--- config.mk ---
export PLATFORM = sky130hd
export DESIGN_NAME = fpu_issue_flat
export DESIGN_NICKNAME = d
export VERILOG_FILES = /design/src/rtl/fpu_pkg.sv /design/src/rtl/fpu_issue_if.sv /design/src/rtl/fpu_issue_fifo.sv /design/src/rtl/fpu_issue.sv /design/src/flat_wrapper.sv
export SDC_FILE = /design/constraint.sdc
export NUM_CORES = 1
export LEC_CHECK = 0
export ABC_AREA = 1
export CAP_MARGIN = 20
export CORE_MARGIN = 1
export CORE_UTILIZATION = 60
export CTS_CLUSTER_SIZE = 24
export DETAILED_ROUTE_END_ITERATION = 10
export PLACE_DENSITY = 0.8
export SYNTH_ARGS = -nofsm -noshare
export SYNTH_HDL_FRONTEND = slang
export SYNTH_HIERARCHICAL = 1
export SYNTH_SLANG_ARGS = --single-unit
--- constraint.sdc ---
create_clock -name clk -period 4.32 [get_ports clk]
set_input_delay 0.432 -clock clk [delete_from_list [all_inputs] [get_ports clk]]
set_output_delay 0.432 -clock clk [all_outputs]
set_load 0.1 [all_outputs]
--- src/rtl/fpu_pkg.sv ---
// Shared definitions for the FP issue path: opcode/funct5 encodings, the
// default bubble word, the issue-action encoding and the source-usage
// decode helper (also reusable by the decode stage).
package fpu_pkg;

    // opcode[6:2] groups: 100xx is the fused multiply-add family.
    localparam logic [2:0] OPC_FP_R4_HI = 3'b100;
    localparam logic [4:0] OPC_OP_FP    = 5'b10100;

    // funct5 values (instr[31:27]) inside OP-FP.
    localparam logic [4:0] F5_FADD    = 5'b00000;
    localparam logic [4:0] F5_FSUB    = 5'b00001;
    localparam logic [4:0] F5_FMUL    = 5'b00010;
    localparam logic [4:0] F5_FDIV    = 5'b00011;
    localparam logic [4:0] F5_FSGNJ   = 5'b00100;
    localparam logic [4:0] F5_FMINMAX = 5'b00101;
    localparam logic [4:0] F5_FCMP    = 5'b10100;
    localparam logic [4:0] F5_FSQRT   = 5'b01011;
    localparam logic [4:0] F5_FCLASS  = 5'b11100;

    localparam logic [31:0] BUBBLE = '0;

    typedef struct packed {
        logic legal;
        logic use_rs2;
        logic use_rs3;
    } src_use_t;

    // What the issue stage does with the FIFO head on the coming edge.
    typedef enum logic [2:0] {
        ACT_FLUSH,
        ACT_IDLE,
        ACT_ILLEGAL,
        ACT_STALL,
        ACT_ISSUE
    } issue_act_e;

    // rs1 is read by every legal op, so only rs2/rs3 usage is reported.
    function automatic src_use_t fp_src_use(input logic [31:0] instr);
        logic [4:0] opc;
        logic [4:0] f5;
        src_use_t   u;
        opc = instr[6:2];
        f5  = instr[31:27];
        u   = '0;
        if (opc[4:2] == OPC_FP_R4_HI) begin
            u = '{legal: 1'b1, use_rs2: 1'b1, use_rs3: 1'b1};
        end else if (opc == OPC_OP_FP) begin
            case (f5)
                F5_FADD, F5_FSUB, F5_FMUL, F5_FDIV,
                F5_FSGNJ, F5_FMINMAX, F5_FCMP:
                    u = '{legal: 1'b1, use_rs2: 1'b1, use_rs3: 1'b0};
                F5_FSQRT:
                    u.legal = 1'b1;
                // funct5 11100 with funct3[0]=0 is FMV.X.W, not FCLASS.
                F5_FCLASS:
                    u.legal = instr[12];
                default: ;
            endcase
        end
        return u;
    endfunction

endpackage

--- src/rtl/fpu_issue_if.sv ---
// Handshake/bus bundle between upstream, the issue stage and the FPU.
//   in_valid/in_instr/in_ready : upstream push handshake
//   flush                      : drop all queued instructions
//   fpu_instr/fpu_valid        : registered issue to the FPU
//   illegal/hazard_stall       : registered status pulses
interface fpu_issue_if;
    logic        in_valid;
    logic [31:0] in_instr;
    logic        in_ready;
    logic        flush;
    logic [31:0] fpu_instr;
    logic        fpu_valid;
    logic        illegal;
    logic        hazard_stall;

    modport master (
        output in_valid, in_instr, flush,
        input  in_ready, fpu_instr, fpu_valid, illegal, hazard_stall
    );

    modport slave (
        input  in_valid, in_instr, flush,
        output in_ready, fpu_instr, fpu_valid, illegal, hazard_stall
    );
endinterface

--- src/rtl/fpu_issue_fifo.sv ---
// Circular-buffer FIFO with wrapping pointers and an occupancy count.
//   clk, rst_n : clock, synchronous active-low reset
//   push/wdata : write (ignored when full or during flush)
//   pop/rdata  : read head (rdata is the current head, ignored when empty)
//   flush      : empty the FIFO, overriding any same-cycle push/pop
//   full/empty : occupancy flags
module fpu_issue_fifo #(
    parameter int unsigned DEPTH = 4,
    parameter int unsigned WIDTH = 32
) (
    input  logic             clk,
    input  logic             rst_n,
    input  logic             push,
    input  logic             pop,
    input  logic             flush,
    input  logic [WIDTH-1:0] wdata,
    output logic [WIDTH-1:0] rdata,
    output logic             full,
    output logic             empty
);
    localparam int unsigned PW = (DEPTH > 1) ? $clog2(DEPTH) : 1;
    localparam int unsigned CW = $clog2(DEPTH + 1);

    logic [WIDTH-1:0] mem [DEPTH];
    logic [PW-1:0]    wr_ptr;
    logic [PW-1:0]    rd_ptr;
    logic [CW-1:0]    count;
    logic             do_push;
    logic             do_pop;

    always_comb begin
        full    = (count == CW'(DEPTH));
        empty   = (count == '0);
        rdata   = mem[rd_ptr];
        do_push = push & ~full & ~flush;
        do_pop  = pop & ~empty & ~flush;
    end

    always_ff @(posedge clk) begin
        if (!rst_n || flush) begin
            wr_ptr <= '0;
            rd_ptr <= '0;
            count  <= '0;
        end else begin
            // DEPTH is a power of two, so pointers wrap naturally.
            if (do_push) wr_ptr <= wr_ptr + PW'(1);
            if (do_pop)  rd_ptr <= rd_ptr + PW'(1);
            case ({do_push, do_pop})
                2'b10:   count <= count + CW'(1);
                2'b01:   count <= count - CW'(1);
                default: count <= count;
            endcase
        end
    end

    always_ff @(posedge clk) begin
        if (do_push) mem[wr_ptr] <= wdata;
    end

endmodule

--- src/rtl/fpu_issue.sv ---
// In-order issue stage in front of the fixed-latency FPU pipeline.
// Queues instructions, decodes source usage, tracks in-flight destinations
// with per-register countdowns and holds the head on a RAW hazard.
//   clk, rst_n : clock, synchronous active-low reset
//   bus        : fpu_issue_if slave (upstream push, flush, FPU issue, status)
module fpu_issue
    import fpu_pkg::*;
#(
    parameter int unsigned DEPTH        = 4,
    parameter int unsigned WB_LATENCY   = 4,
    parameter logic [31:0] BUBBLE_INSTR = BUBBLE
) (
    input  logic        clk,
    input  logic        rst_n,
    fpu_issue_if.slave  bus
);
    localparam int unsigned CNTW = $clog2(WB_LATENCY + 1);

    logic [31:0]     head;
    logic            fifo_full;
    logic            fifo_empty;
    logic            pop;
    logic [CNTW-1:0] cnt [32];
    src_use_t        use_h;
    logic [4:0]      rs1, rs2, rs3, rd;
    logic            hazard;
    issue_act_e      act;

    logic [31:0]     instr_q;
    logic            valid_q;
    logic            illegal_q;
    logic            stall_q;

    fpu_issue_fifo #(
        .DEPTH (DEPTH),
        .WIDTH (32)
    ) u_fifo (
        .clk   (clk),
        .rst_n (rst_n),
        .push  (bus.in_valid),
        .pop   (pop),
        .flush (bus.flush),
        .wdata (bus.in_instr),
        .rdata (head),
        .full  (fifo_full),
        .empty (fifo_empty)
    );

    always_comb begin
        use_h  = fp_src_use(head);
        rs1    = head[19:15];
        rs2    = head[24:20];
        rs3    = head[31:27];
        rd     = head[11:7];
        // Fixed latency and in-order issue make RAW the only hazard.
        hazard = (cnt[rs1] != '0)
               | (use_h.use_rs2 & (cnt[rs2] != '0))
               | (use_h.use_rs3 & (cnt[rs3] != '0));

        act = ACT_ISSUE;
        if (bus.flush)         act = ACT_FLUSH;
        else if (fifo_empty)   act = ACT_IDLE;
        else if (!use_h.legal) act = ACT_ILLEGAL;
        else if (hazard)       act = ACT_STALL;

        pop = (act == ACT_ILLEGAL) | (act == ACT_ISSUE);
    end

    always_ff @(posedge clk) begin
        if (!rst_n) begin
            instr_q   <= BUBBLE_INSTR;
            valid_q   <= 1'b0;
            illegal_q <= 1'b0;
            stall_q   <= 1'b0;
        end else begin
            instr_q   <= (act == ACT_ISSUE) ? head : BUBBLE_INSTR;
            valid_q   <= (act == ACT_ISSUE);
            illegal_q <= (act == ACT_ILLEGAL);
            stall_q   <= (act == ACT_STALL);
        end
    end

    // A load on issue wins over the decrement of the same register.
    always_ff @(posedge clk) begin
        if (!rst_n) begin
            for (int unsigned i = 0; i < 32; i++) cnt[i] <= '0;
        end else begin
            for (int unsigned i = 0; i < 32; i++) begin
                if (act == ACT_ISSUE && rd == 5'(i))
                    cnt[i] <= CNTW'(WB_LATENCY);
                else if (cnt[i] != '0)
                    cnt[i] <= cnt[i] - CNTW'(1);
            end
        end
    end

    assign bus.in_ready     = ~fifo_full;
    assign bus.fpu_instr    = instr_q;
    assign bus.fpu_valid    = valid_q;
    assign bus.illegal      = illegal_q;
    assign bus.hazard_stall = stall_q;

endmodule

--- src/flat_wrapper.sv ---
// flat-port wrapper written by rule: the top's interface ports become plain ports
module fpu_issue_flat import fpu_pkg::*;
#(
    parameter int unsigned DEPTH        = 4,
    parameter int unsigned WB_LATENCY   = 4,
    parameter logic [31:0] BUBBLE_INSTR = BUBBLE
)
  (clk, rst_n, bus_in_valid, bus_in_instr, bus_flush, bus_in_ready, bus_fpu_instr, bus_fpu_valid, bus_illegal, bus_hazard_stall);
  fpu_issue_if bus_i ();
  input  logic clk;
  input  logic rst_n;
  input wire logic [$bits(bus_i.in_valid)-1:0] bus_in_valid;
  input wire logic [$bits(bus_i.in_instr)-1:0] bus_in_instr;
  input wire logic [$bits(bus_i.flush)-1:0] bus_flush;
  output wire logic [$bits(bus_i.in_ready)-1:0] bus_in_ready;
  output wire logic [$bits(bus_i.fpu_instr)-1:0] bus_fpu_instr;
  output wire logic [$bits(bus_i.fpu_valid)-1:0] bus_fpu_valid;
  output wire logic [$bits(bus_i.illegal)-1:0] bus_illegal;
  output wire logic [$bits(bus_i.hazard_stall)-1:0] bus_hazard_stall;
  assign bus_i.in_valid = bus_in_valid;
  assign bus_i.in_instr = bus_in_instr;
  assign bus_i.flush = bus_flush;
  assign bus_in_ready = bus_i.in_ready;
  assign bus_fpu_instr = bus_i.fpu_instr;
  assign bus_fpu_valid = bus_i.fpu_valid;
  assign bus_illegal = bus_i.illegal;
  assign bus_hazard_stall = bus_i.hazard_stall;
  fpu_issue #(.DEPTH(DEPTH), .WB_LATENCY(WB_LATENCY), .BUBBLE_INSTR(BUBBLE_INSTR)) u_core (.clk(clk), .rst_n(rst_n), .bus(bus_i));
endmodule
==> run metrics, run 1 <==
final instance area=15,350 um2; mux contribution to synthesized area=0; Synth warnings=6; Final Slew Violations=0; EDFF count, synth=224; XOR/XNOR share of the synthesized area=0.009173; worst-path fanout max=17; CTS Buffer Depth=3; ratio of cells with drive above 1 in the final layout=0.07612; post-synthesis simple-gate area fraction=0.2241; final setup TNS=0 ps; min cycle time layout=3966 ps; maximum VDD drop=roughly 0.00040 V; Final ANT Viol Nets=0; first-pass GRT wire length=52,180 um; ys flop type=edfxtp_1; GPL Wtd Cong=0.9796; row count=54; Post-Synth Adder-Cell Area=0.06608; Max stage delay on crit path=450 ps; Area Overhead vs Synth=14.84%; Crit path arrival time=4400 ps; cts hold-fix bufs=0; CP required=4750 ps; Worst Hold Class=in2reg; WP depth=29; commonest non-fill, non-tap cell in the layout=nor2_1; Die H=151.3 um; vias per cell=5.794; Gate Count Post-Synth=1,435; DRC viols=0; final setup margin=354.3 ps; CP endpoint kind=register; CTS clk-pin slew, worst paths=60 ps; Ports=72; f_max=252.2 MHz; cell depth of the worst flop-to-flop path=29; worst hold path depth=6; largest family of logic cells by synthesized area=simple AND/OR/NAND/NOR gates; CTS tree=yes; Avg Cell Area, Syn=9.316 um2; latest clock arrival within the worst-skew pair=540 ps; via count of the first global-routing pass=10,100; Critical path buffers and inverters=7; Clock Tree Root=clkbuf_16; Worst Skew=7.693 ps; CP Class=reg2reg; Final period util=0.9180; Final nets=1,621; gr usage total=0.2972; final hold viol count=0; CTS Sinks=268; ant diodes=0; largest net degree at the start of global routing=51; Port Buffer Count=71; max_slew headroom=0.3291; Seq cells post-synth=around 270; Power Dens Cells=561.1 nW/um2; leakage=6.418 nW; total power=8.613 mW; vias=10,530; most frequent cells in the layout=nor2_1 (259), edfxtp_1 (224), nand2_1 (206); Async S/R FF share, synth=0; DIE WIDTH=approximately 150 um; Num CTS Buffers=28; crit-path leading delay family=simple AND/OR/NAND/NOR gates; initial DRC count=1,042; Synth Net Count=1,541; synthesized cell area=around 13,000 um2; crit start category=register; RSZ-0062 raised after global routing=no; final setup vio count=0; Pre-Repair DR Iteration Count=6; GRT Residual Overflow=0; post-synthesis cell type count=33; die area=22,880 um2; WL final=32,890 um; Max Cap Viol=0; antenna violations before repair=0; H-tree depth=1; Post-DP HPWL=22,940 um; Seq/Total Area, Yosys=0.5691; crit-path most repeated cell=nand2_1; CORE AREA=21,820 um2; slew at the pin with the worst max-slew slack=1003 ps; worst slack at placement=285.6 ps; DR WL/cell=18.10 um; Area after DPL=14,370 um2; Initial Utilization=0.6125; status=completed; Critical Path Slowest Stage Cell=dfxtp_1; Compound-Gate Fraction of Synth Area=0.05597
## worst paths after layout
kind	from	endpoint	slack, ps
worst max-delay path	register	u_core/u_fifo/count[2]	350
worst min-delay path	rst_n	u_core/cnt[26][2]	470
worst max register to register	register	u_core/u_fifo/count[2]	350
worst min register to register	u_core/u_fifo/count[0]	u_core/u_fifo/count[0]	510
## tightest hold or removal path: stages
cell and delay (ps):
buf_2 120, clkinv_1 110, nor2_1 80, nand3_1 80, nand2_1 50, inv_1 40
## Yosys cell counts, drive strengths merged, types with 2 or more instances
library cell  number  area [um2]
nor2             268        1028
edfxtp           224        6726
nand2            207       779.5
nand3            197       986.0
inv              182       690.7
o21ai             74       370.4
ha                69       863.3
dfxtp             44       880.8
a21oi             34       170.2
o22ai             32       200.2
buf               28       211.5
clkbuf            24       90.09
or2               18       112.6
xnor2             14       122.6
nand4              8       56.30
clkinv             4       15.01
nor4               2       12.51
## area by class of cell
class | instances | area (um2)
multi-input combinational | 929 | 4781
clock buffer | 34 | 774.5
inverter | 186 | 710.7
sequential | 268 | 7611
timing repair buffer | 102 | 938.4
clock inverter | 18 | 185.2
tap | 280 | 350.3
fill | 1647 | 6472
## metal layers
layer  up-vias  routed length, um  part of all wire  track usage
met5         -                  0                 0            0
met4         0               1168             0.036       0.1060
met3       102               2883             0.088      0.05422
met2       537              16090              0.49       0.5000
met1      4942              12740              0.39       0.3842
li1       4947                  -                 -            -
## state kept, by name, indices dropped and copies added, names as in the netlist, named ones only
signal / cells
u_core/u_fifo/mem: 128
u_core/u_fifo/count: 3
u_core/bus.fpu_valid: 1
u_core/bus.illegal: 1
u_core/bus.fpu_instr: 32
u_core/u_fifo/wr_ptr: 2
u_core/u_fifo/rd_ptr: 2
u_core/bus.hazard_stall: 1
u_core/cnt: 96
## cell families (layout without fill, tap and decap cells)
logic type,Yosys count,count (layout)
compound gates,141,141
xor+xnor,14,14
fa+ha+maj,70,70
buf+inv,238,340
flops,268,268
other cells,1,1
simple gates,703,703
## stage by stage
step,hold WS (ps),util,cells
floorplan,465.6,-,1435
global placement,489.0,0.6583,1765
detailed placement,500.5,0.6583,1765
CTS,452.5,0.7023,1817
global route,513.4,0.7034,1817
finish,470.3,0.7034,1817
## report_power, final
| part | switching (mW) | internal, mW |
|---|---|---|
| combinational | 1.53 | 0.940 |
| sequential | 0.283 | 3.40 |
| clock | 0.994 | 1.46 |
## repair_timing
| action | CTS | global route |
|---|---|---|
| gates resized for setup | 0 | 5 |
| buffers inserted | 0 | 0 |
| setup endpoints to repair | 0 | 2 |
Power figures use the tool's default switching activity.
==> run 2: changes to the inputs <==
CORE_UTILIZATION = 55   (was 60)
PLACE_DENSITY = 0.74   (was 0.8)
==> run metrics, run 2 (synthesized netlist as in run 1, its figures left out) <==
status=completed; via count of the first global-routing pass=9,730 (-3.6%); leakage=6.436 nW (+0.28%); post-CTS sizing=0 (unchanged); dpl cells=1,802 (+2.1%); Port Buffer Count=71 (unchanged); first-pass GRT wire length=49,290 um (-5.5%); Num CTS Buffers=28 (unchanged); die area=24,930 um2 (+9.0%); Initial Utilization=0.5645 (-0.04809); final hold viol count=0 (unchanged); final setup vio count=0 (unchanged); Final ANT Viol Nets=0 (unchanged); commonest non-fill, non-tap cell in the layout=nor2_1; DR WL/cell=16.77 um (-7.4%); max_slew headroom=0.3387 (+0.009670); latest clock arrival within the worst-skew pair=560 ps (+20 ps); antenna violations before repair=0 (unchanged); GRT Residual Overflow=0 (unchanged); WL final=31,090 um (-5.5%); Die H=157.9 um (+4.4%); busiest grt layer=met2; CTS Sinks=268 (unchanged); met2 global-route usage=0.4338 (-0.06618); vias per cell=5.484 (-5.4%); f_max=253.9 MHz (+0.69%); Worst Skew=29.48 ps (+21.79 ps); total power=8.610 mW (about the same); Pre-Repair DR Iteration Count=6 (unchanged); maximum VDD drop=0.0003539 V (-12%); most frequent cells in the layout=nor2_1 (259), edfxtp_1 (224), nand2_1 (206); GR Util met3=0.04572 (-0.008501); Final nets=1,619 (-0.12%); CTS clk-pin slew, worst paths=60 ps (about the same); final setup TNS=0 ps (unchanged); slew at the pin with the worst max-slew slack=988.8 ps (-14.46 ps); Final period util=0.9117 (-0.006331); row count=56 (+3.7%); ratio of cells with drive above 1 in the final layout=0.07557 (-0.0005523); post-CTS setup buffers=0 (unchanged); Hold Slack=469.9 ps (-0.3300 ps); CTS tree=yes; Ports=72 (unchanged); vias=10,170 (-3.4%); DRC viols=0 (unchanged); Area Overhead vs Synth=15.56%; min cycle time layout=3938 ps (-27.35 ps); CTS Buffer Depth=3 (unchanged); largest register by flop count=u_core/u_fifo/mem; worst-path fanout max=14 (-3); CP required=4780 ps (+30 ps); GPL Wtd Cong=0.9449 (-3.5%); largest net degree at the start of global routing=52 (+2.0%); Worst Hold Class=in2reg; cts hold-fix bufs=0 (unchanged); Final Slew Violations=0 (unchanged); CP Class=reg2reg; max reg flops=128 (unchanged); Crit path arrival time=4400 ps (about the same); H-tree depth=1 (unchanged); DIE WIDTH=157.9 um (+4.4%); CP endpoint kind=register; RSZ-0062 raised after global routing=no; Power Dens Cells=557.3 nW/um2 (-0.67%); final core occ=0.6523 (-0.05116); ant diodes=0 (unchanged); Max Cap Viol=0 (unchanged); Clock Tree Root=clkbuf_16; crit start category=register; initial DRC count=811 (-22%); Post-DP HPWL=21,610 um (-5.8%); CORE AREA=23,680 um2 (+8.5%); gr usage total=0.2570 (-0.04023); final cell count without fillers=1,854 (+2.0%); GR Util met1=0.3279 (-0.05625)
## run 2: where the power goes
part | internal, mW | total, mW | switching, mW | leakage (nW)
clock network | 1.51 | 2.50 | 0.995 | 0.478
registers | 3.40 | 3.66 | 0.261 | 2.58
logic | 0.943 | 2.44 | 1.50 | 3.38
## run 2: per-layer routing
| metal | part of all wire | routed length, um | up-vias |
|---|---|---|---|
| met5 | 0 | 0 | - |
| met4 | 0.034 | 1072 | 0 |
| met3 | 0.079 | 2451 | 71 |
| met2 | 0.48 | 14810 | 398 |
| met1 | 0.41 | 12750 | 4753 |
| li1 | - | - | 4945 |
## run 2: through the flow
stage                     instance area [um2]  setup slack [ps]
final                                   15450             381.7
after detailed placement                14430             219.4
after CTS                               15420             218.7
after floorplan                         13370             974.0
after global placement                  14430             373.5
after global routing                    15450             1.908
## run 2: final cells by class
cell class              instances  area, um2
clock inverters                16      219.0
multi-input cells             929       4788
inverters                     186      705.7
well taps                     319      399.1
fillers                      1917       8235
flip-flops and latches        268       7609
repair buffers                100      955.9
clock buffers                  36      770.7
## run 2: final timing paths
check / startpoint / to / slack (ps) / cells past startpoint
setup reg to reg: register / u_core/u_fifo/count[2] / 380 / 23
setup / recovery: register / u_core/u_fifo/count[2] / 380 / 23
hold reg to reg: u_core/u_fifo/count[0] / u_core/u_fifo/count[0] / 500 / 2
hold / removal: rst_n / u_core/bus.illegal / 470 / 2
## run 2: worst max-delay path, cell delays in order, from the launching register on
cell and delay (ps):
dfxtp_2 480, buf_4 260, o21ai_0 110, o22ai_1 400, buf_4 280, nor2_1 70
a21oi_1 140, nand3_1 90, nand3_1 130, nand3_1 80, nand2_1 150, nand3_1 140
a21oi_1 170, inv_1 50, nor2_1 130, nand2_1 120, inv_1 80, ha_1 160
inv_1 70, fa_1 380, nand2_1 80, nand3_1 90, nor2_1 110, nor2_1 50
==> run 3: changes to the inputs <==
RECOVER_POWER = 50   (was unset)
==> run metrics, run 3 (synthesized netlist as in run 1, its figures left out) <==
status=finished with violations; violated checks=capacitance limit, slew limit; leakage=6.443 nW (+0.11%); final setup TNS=0 ps (unchanged); Worst Hold Class=reg2reg; Power Dens Cells=557.6 nW/um2 (about the same); CP endpoint kind=register; crit start category=register; DIE WIDTH=157.9 um (unchanged); maximum VDD drop=0.0003551 V (+0.33%); initial DRC count=830 (+2.3%); crit-path leading delay family=simple AND/OR/NAND/NOR gates; clock share of power=0.291 (about the same); Initial Utilization=0.5645 (unchanged); Port Buffer Count=71 (unchanged); Critical Path Slowest Stage Cell=dfxtp_2; CTS Sinks=268 (unchanged); final hold viol count=0 (unchanged); crit-path most repeated cell=nand2_1; max reg flops=128 (unchanged); Max stage delay on crit path=480 ps (about the same); Post-DP HPWL=21,610 um (unchanged); min-delay src=u_core/u_fifo/count[0]; Crit path arrival time=4380 ps (-20 ps); Max Cap Viol=4 (+4); final cell count without fillers=1,854 (unchanged); Clock Tree Root=clkbuf_16; die area=24,930 um2 (unchanged); Final ANT Viol Nets=0 (unchanged); Gate power share=0.283 (about the same); Ports=72 (unchanged); Num CTS Buffers=28 (unchanged); Pint=5.851 mW (about the same); max_slew headroom=-0.4276 (-0.7664); f_max=254.7 MHz (+0.32%); Worst Skew=27.87 ps (-1.614 ps); vias per cell=5.491 (+0.14%); DRC viols=0 (unchanged); slew at the pin with the worst max-slew slack=2141 ps (+1153 ps); largest net degree at the start of global routing=52 (unchanged); commonest non-fill, non-tap cell in the layout=nor2_1; vias=10,180 (+0.14%); CORE AREA=23,680 um2 (unchanged); GRT Residual Overflow=0 (unchanged); total power=8.603 mW (about the same); final setup vio count=0 (unchanged); via count of the first global-routing pass=9,730 (unchanged); sequential fraction of design power=0.426 (about the same); CTS clk-pin slew, worst paths=60 ps (about the same); CP required=4780 ps (about the same); GPL Wtd Cong=0.9449 (unchanged); Final Slew Violations=132 (+132); min cycle time layout=3926 ps (-12.54 ps); largest register by flop count=u_core/u_fifo/mem; Area after DPL=14,430 um2 (unchanged); Net Sw Frac=0.3199 (about the same); most frequent cells in the layout=nor2_1 (259), edfxtp_1 (224), nand2_1 (207); CTS tree=yes; antenna violations before repair=0 (unchanged); Switch Pwr=2.752 mW (about the same); WL final=31,040 um (-0.14%); ratio of cells with drive above 1 in the final layout=0.07166 (-0.003909); final core occ=0.6515 (-0.0007920); row count=56 (unchanged); Pre-Repair DR Iteration Count=6 (unchanged); dpl cells=1,802 (unchanged); Die H=157.9 um (unchanged); ant diodes=0 (unchanged); gr usage total=0.2570 (unchanged); CP Class=reg2reg; H-tree depth=1 (unchanged); first-pass GRT wire length=49,290 um (unchanged); Final nets=1,619 (unchanged); Final period util=0.9087 (-0.002903); latest clock arrival within the worst-skew pair=560 ps (about the same); CTS Buffer Depth=3 (unchanged); final instance area=15,430 um2 (-0.12%); Critical path buffers and inverters=6 (+1); Area Overhead vs Synth=15.42%; DR WL/cell=16.74 um (-0.14%); worst-path fanout max=20 (+6); RSZ-0062 raised after global routing=no
run 3: metrics by stage:
step | hold slack (ps) | setup slack (ps)
global placement | 482.7 | 373.5
CTS | 439.1 | 218.7
detailed placement | 485.0 | 219.4
global route | 518.4 | 1.205
floorplan | 465.6 | 974.0
finish | 499.8 | 394.2
run 3: repair_timing:
action,in CTS,in global routing
resized for setup,0,6
endpoints found under the setup margin,0,2
setup buffers,0,0
hold buffers,0,0
run 3: power groups by stage:
stage / sequential (mW) / combinational, mW / clock [mW]
5_1_grt: 3.72 / 2.82 / 2.64
3_5_place_dp: 3.72 / 2.39 / 0
6_report: 3.67 / 2.43 / 2.51
2_1_floorplan: 3.63 / 1.80 / 0
4_1_cts: 3.66 / 2.42 / 2.55
3_3_place_gp: 3.70 / 2.29 / 0
run 3: final timing paths:
kind	end	slack [ps]	cells after the start
max	u_core/u_fifo/count[2]	390	27
min	u_core/u_fifo/count[0]	500	2
max reg2reg	u_core/u_fifo/count[2]	390	27
min reg2reg	u_core/u_fifo/count[0]	500	2
run 3: layout make-up:
class | count | area, um2
Tap cell | 319 | 399.1
Inverter | 186 | 705.7
Multi-Input combinational cell | 929 | 4786
Clock inverter | 16 | 219.0
Sequential cell | 268 | 7609
Clock buffer | 36 | 770.7
Fill cell | 1926 | 8254
Timing Repair Buffer | 100 | 939.7
run 3: per-layer routing:
layer  part of all wire  vias up  global-route usage
li1                   -     4946                   -
met1               0.41     4745              0.3279
met2               0.48      419              0.4338
met3              0.083       71             0.04572
met4              0.034        0              0.1017
met5                  0        -                   0
run 3: worst reg2reg max path, stage by stage (launching register included):
cell and delay, ps:
dfxtp_2 480, buf_4 250, o21ai_0 130, o22ai_2 260, inv_1 70, buf_4 230
o21ai_0 120, nand3_1 90, nand2_1 90, nand2_1 80, nand2_1 70, nand2_1 60
nand2_1 100, nand2_1 60, nand3_1 120, nand3_1 130, a21oi_1 170, inv_1 60
nor2_1 130, nand2_1 120, inv_1 80, ha_1 160, inv_1 70, fa_1 380
nand2_1 80, nand3_1 90, nor2_1 110, nor2_1 50
